==> src/rtl/lcd_ctrl.sv <==
// HD44780-style character LCD bus sequencer fed by the LSU LCD register.
// One write buffers while a transaction runs; busy and sticky drop status are reported.
module lcd_ctrl #(
  parameter int T_AS_CYC   = 2,
  parameter int T_PW_CYC   = 25,
  parameter int T_H_CYC    = 2,
  parameter int T_EXEC_CYC = 2500,
  parameter int T_LONG_CYC = 82000
) (
  input  logic        i_clk,
  input  logic        i_rst,
  input  logic [31:0] i_io_lcd,
  input  logic        i_lcd_vld,
  output logic        o_busy,
  output logic        o_drop,
  output logic [7:0]  LCD_DATA,
  output logic        LCD_RS,
  output logic        LCD_RW,
  output logic        LCD_EN,
  output logic        LCD_ON,
  output logic        LCD_BLON
);

  function automatic int max2(input int a, input int b);
    return (a > b) ? a : b;
  endfunction

  localparam int T_MAX = max2(max2(max2(T_AS_CYC, T_PW_CYC), max2(T_H_CYC, T_EXEC_CYC)),
                              T_LONG_CYC);
  localparam int CW = $clog2(T_MAX) + 1;

  localparam logic [CW-1:0] C_AS   = CW'(T_AS_CYC);
  localparam logic [CW-1:0] C_PW   = CW'(T_PW_CYC);
  localparam logic [CW-1:0] C_H    = CW'(T_H_CYC);
  localparam logic [CW-1:0] C_EXEC = CW'(T_EXEC_CYC);
  localparam logic [CW-1:0] C_LONG = CW'(T_LONG_CYC);
  localparam logic [CW-1:0] C_ONE  = CW'(1);

  typedef enum logic [2:0] {IDLE, SETUP, PULSE, HOLD, EXEC} state_t;

  typedef struct packed {
    logic       rs;
    logic [7:0] data;
  } lcd_word_t;

  state_t    state_q, state_d;
  logic [CW-1:0] cnt_q, cnt_d;
  lcd_word_t word_q, word_d;
  lcd_word_t pend_q, pend_d;
  logic      pend_vld_q, pend_vld_d;
  logic      drop_q, drop_d;
  logic      on_q, blon_q;

  lcd_word_t in_word;
  logic      last;
  logic      is_long;
  logic      unused_io_bits;

  assign in_word        = {i_io_lcd[10], i_io_lcd[7:0]};
  assign unused_io_bits = ^{i_io_lcd[29:11], i_io_lcd[9:8]};
  assign last           = (cnt_q == C_ONE);
  // Clear/home are the slow commands on the controller.
  assign is_long = !word_q.rs && (word_q.data inside {8'h01, 8'h02, 8'h03});

  always_comb begin
    // NOTE: every always_comb target gets a default first, so no path can infer a latch.
    state_d    = state_q;
    cnt_d      = cnt_q;
    word_d     = word_q;
    pend_d     = pend_q;
    pend_vld_d = pend_vld_q;
    drop_d     = drop_q;

    unique case (state_q)
      IDLE: if (i_lcd_vld) begin
        state_d = SETUP;
        cnt_d   = C_AS;
        word_d  = in_word;
      end
      SETUP: if (last) begin state_d = PULSE; cnt_d = C_PW; end
             else cnt_d = cnt_q - C_ONE;
      PULSE: if (last) begin state_d = HOLD; cnt_d = C_H; end
             else cnt_d = cnt_q - C_ONE;
      HOLD:  if (last) begin state_d = EXEC; cnt_d = is_long ? C_LONG : C_EXEC; end
             else cnt_d = cnt_q - C_ONE;
      EXEC: begin
        if (!last) begin
          cnt_d = cnt_q - C_ONE;
        end else if (pend_vld_q) begin
          // Pending goes out; a coinciding strobe refills the slot, so nothing is lost.
          state_d = SETUP;
          cnt_d   = C_AS;
          word_d  = pend_q;
          if (i_lcd_vld) pend_d = in_word;
          else           pend_vld_d = 1'b0;
        end else if (i_lcd_vld) begin
          state_d = SETUP;
          cnt_d   = C_AS;
          word_d  = in_word;
        end else begin
          state_d = IDLE;
        end
      end
      default: state_d = IDLE;
    endcase

    if (i_lcd_vld && (state_q != IDLE) && !((state_q == EXEC) && last)) begin
      if (!pend_vld_q) begin
        pend_vld_d = 1'b1;
        pend_d     = in_word;
      end else begin
        drop_d = 1'b1;
      end
    end
  end

  // NOTE: sequential state uses non-blocking assignments so all registers update together.
  always_ff @(posedge i_clk or posedge i_rst) begin
    if (i_rst) begin
      state_q    <= IDLE;
      cnt_q      <= '0;
      word_q     <= '0;
      pend_q     <= '0;
      pend_vld_q <= 1'b0;
      drop_q     <= 1'b0;
      on_q       <= 1'b0;
      blon_q     <= 1'b0;
    end else begin
      state_q    <= state_d;
      cnt_q      <= cnt_d;
      word_q     <= word_d;
      pend_q     <= pend_d;
      pend_vld_q <= pend_vld_d;
      drop_q     <= drop_d;
      on_q       <= i_io_lcd[31];
      blon_q     <= i_io_lcd[30];
    end
  end

  assign LCD_DATA = word_q.data;
  assign LCD_RS   = word_q.rs;
  assign LCD_RW   = 1'b0;
  assign LCD_EN   = (state_q == PULSE);
  assign LCD_ON   = on_q;
  assign LCD_BLON = blon_q;
  assign o_busy   = (state_q != IDLE) | pend_vld_q;
  assign o_drop   = drop_q;

endmodule

==> config.mk <==
export PLATFORM = sky130hd
export DESIGN_NAME = lcd_ctrl
export DESIGN_NICKNAME = d
export VERILOG_FILES = /design/src/rtl/lcd_ctrl.sv
export SDC_FILE = /design/constraint.sdc
export NUM_CORES = 1
export LEC_CHECK = 0
export BUFFER_PORTS_ARGS = -buffer_cell sky130_fd_sc_hd__buf_2
export CAP_MARGIN = 20
export CORE_ASPECT_RATIO = 0.6
export CORE_MARGIN = 2
export CORE_UTILIZATION = 49
export CTS_CLUSTER_SIZE = 28
export DETAILED_ROUTE_END_ITERATION = 8
export GPL_ROUTABILITY_DRIVEN = 0
export MAX_ROUTING_LAYER = met4
export PLACE_DENSITY = 0.83
export SLEW_MARGIN = 20
export SYNTH_ARGS = -nofsm -noshare
export SYNTH_HDL_FRONTEND = slang
export SYNTH_SLANG_ARGS = --single-unit
export TNS_END_PERCENT = 1
==> constraint.sdc <==
create_clock -name i_clk -period 2.1 [get_ports i_clk]
set_input_delay 0.21 -clock i_clk [delete_from_list [all_inputs] [get_ports i_clk]]
set_output_delay 0.21 -clock i_clk [all_outputs]
set_load 0.02 [all_outputs]
==> metrics.yaml <==
cts.sinks: 43
vias_per_cell: 6.32
nFillCells: 348
die_x_um: 94.8
port_buffers: 27
postSynthCellCount: 251
wl_mm: 7.11
die_y_um: 58.5
setup_viol: 4
fmax_mhz: 465
post-route-period-util_pct: 102
drive_above_1_share_pct: 36.4
cts_tree: "built"
dp_hpwl_mm: 4.92
synthDistinctLibCells: 63
clk_pin_slew_worst_paths_ps: 80
vdd_drop_max_mv: 0.580
synth_edf_count: 0
multiInputGateArea_sq_um: 1350
grt_pass1_vias: 2243
cp_max_fo: 5
required_ps: 2290
grt-ovfl-total: 0
die_area_sq_um: 5550
ys_ff_latch: 43
htree_levels: 2
cts_root_buf: "clkbuf_8"
grt_usage_pct: 26.7
total_leakage_power_nw: 1.35
antenna_found_initial: 0
max_slew_margin_pct: 50.8
vias: 2397
cts_made_buffers: 5
tightest_slew_ps: 734
grt_max_degree: 26
total_power_w: 0.00369
end_kind: "register"
ys_seq_area_share_pct: 44.4
fin_skew_ps: 3.17
ctsLongestPathBuffers: 2
nNetsFinal: 352
drt_iter0_drc: 251
dr.pass1.iters: 5
syn_area_per_cell_sq_um: 9.67
initial_core_util_pct: 52.1
syn_nets: 288
grt_pass1_wl_mm: 11.0
ant_nets: 0
placed_cells: 366
critical_path_class: "register to register"
wl_per_cell_um: 18.8
met1_usage_pct: 38.3
netlist_area_sq_um: 2430
status: "finished, violations left"
critPathArrivalTime_ps: 2340
row_count: 19
final_cell_mix: "dfrtp_1, buf_4, buf_2"
diodes: 0
grtUsageMet3_pct: 5.76
synthToLayoutAreaGrowth_pct: 29.3
async_reset_ff_share_pct: 100
r2r_setup_slack_ps: -50
hold_viol: 0
busiest_layer: "met2"
synth_flop_cell: "dfrtp_1"
ioPinCount: 50
use_met2_pct: 39.2
core_area_sq_um: 4660
drc: 0
min_path_type: "primary input to register"
crit_path_start_kind: "register"
violations: "setup timing"
final_common_cell: "dfrtp_1"
instances_no_fill: 379
maxCapViolCount: 0
maxSlewViolCount: 0
rsz0062_at_grt: "yes"
setup_ws_ps: -51.5
period_needed_ps: 2150
area.sequential_sq_um: 1080
clock_latency_ps: 300
yosysWarnings: 0
cellPowerDensity_nw_per_um2: 1180
==> state kept, by name, indices dropped and copies added, names as in the netlist <==
name        count
LCD_BLON        1
LCD_DATA        8
LCD_ON          1
LCD_RS          1
cnt_q          18
o_drop          1
pend_q          9
pend_vld_q      1
state_q         3
==> cell families (layout without fill, tap and decap cells) <==
group / after synthesis / count (layout) / synth area share (%)
buffers and inverters: 20 / 85 / 3.51
other: 1 / 1 / 0.155
adder cells (fa/ha/maj): 2 / 2 / 1.03
multiplexers: 11 / 11 / 5.05
AO/OA/AOI/OAI: 82 / 82 / 24.3
XOR/XNOR: 6 / 6 / 2.17
flip-flops: 43 / 43 / 44.4
AND/OR/NAND/NOR: 86 / 86 / 19.4
==> path summary, 6_finish.rpt <==
check | from | end | cells after the start
min reg2reg | o_drop | o_drop | 1
min | i_io_lcd[31] | LCD_ON | 1
max reg2reg | LCD_DATA[2] | cnt_q[2] | 7
max | LCD_DATA[2] | cnt_q[2] | 7
max in group asynchronous | i_rst | cnt_q[7] | 4
min in group asynchronous | i_rst | pend_q[1] | 3
==> routing by layer <==
metal / vias up / part of all wire [%]
met5: - / 0
met4: 0 / 1.4
met3: 14 / 9.7
met2: 155 / 46
met1: 1151 / 43
li1: 1077 / -
==> cell usage after synthesis, types with 7 or more instances <==
cell | instances | share of area [%]
nor2_1 | 23 | 3.6
o22ai_1 | 10 | 2.6
a21oi_1 | 13 | 2.7
inv_1 | 7 | 1.1
nor3_1 | 10 | 2.1
mux2_2 | 10 | 4.6
a2bb2oi_1 | 9 | 3.2
dfrtp_1 | 43 | 44
o21ai_0 | 16 | 3.3
nand3_1 | 7 | 1.4
clkbuf_1 | 7 | 1.1
nand2_1 | 16 | 2.5
==> per-stage QoR <==
step	setup slack (ps)	utilization [%]	hold WS, ps	area, sq um	setup TNS, ps
3_5_place_dp	-28.8	62.1	265	2890	-48.0
5_1_grt	-92.7	67.3	11.4	3140	-818
4_1_cts	-7.09	65.3	18.2	3040	-7.09
6_report	-51.5	67.3	16.3	3140	-87.5
2_1_floorplan	37.3	-	241	2430	0
3_3_place_gp	8.61	62.1	262	2890	0
==> repair_timing <==
action,4_1_cts,5_1_grt
gates resized for setup,7,15
pin swaps,1,10
hold buffers,1,0
hold endpoints to repair,18,0
cloned,0,0
setup buffers,0,4
endpoints found under the setup margin,26,36
==> worst max-delay path: stages, from the launching register on <==
cell,delay [ps]
dfrtp_1,400
or4_4,580
o31ai_2,300
nand3_1,140
a31oi_1,200
buf_4,170
o21bai_1,70
a21o_1,180
==> where the power goes <==
group	leakage, nW	total, W	switching, W	internal [W]
clock network	0.0612	0.000678	0.000293	0.000385
logic	0.767	0.00168	0.000885	0.000793
registers	0.522	0.00134	0.000230	0.00111
==> final cells by class <==
class                      count  area share [%]
clock inverter                 2            1.12
multi-input combinational    188            43.0
clock buffer                   6            2.63
timing repair buffer          70            15.6
inverter                       7           0.838
tap                           63            2.51
sequential                    43            34.3
(Power assumes the default switching activity.)
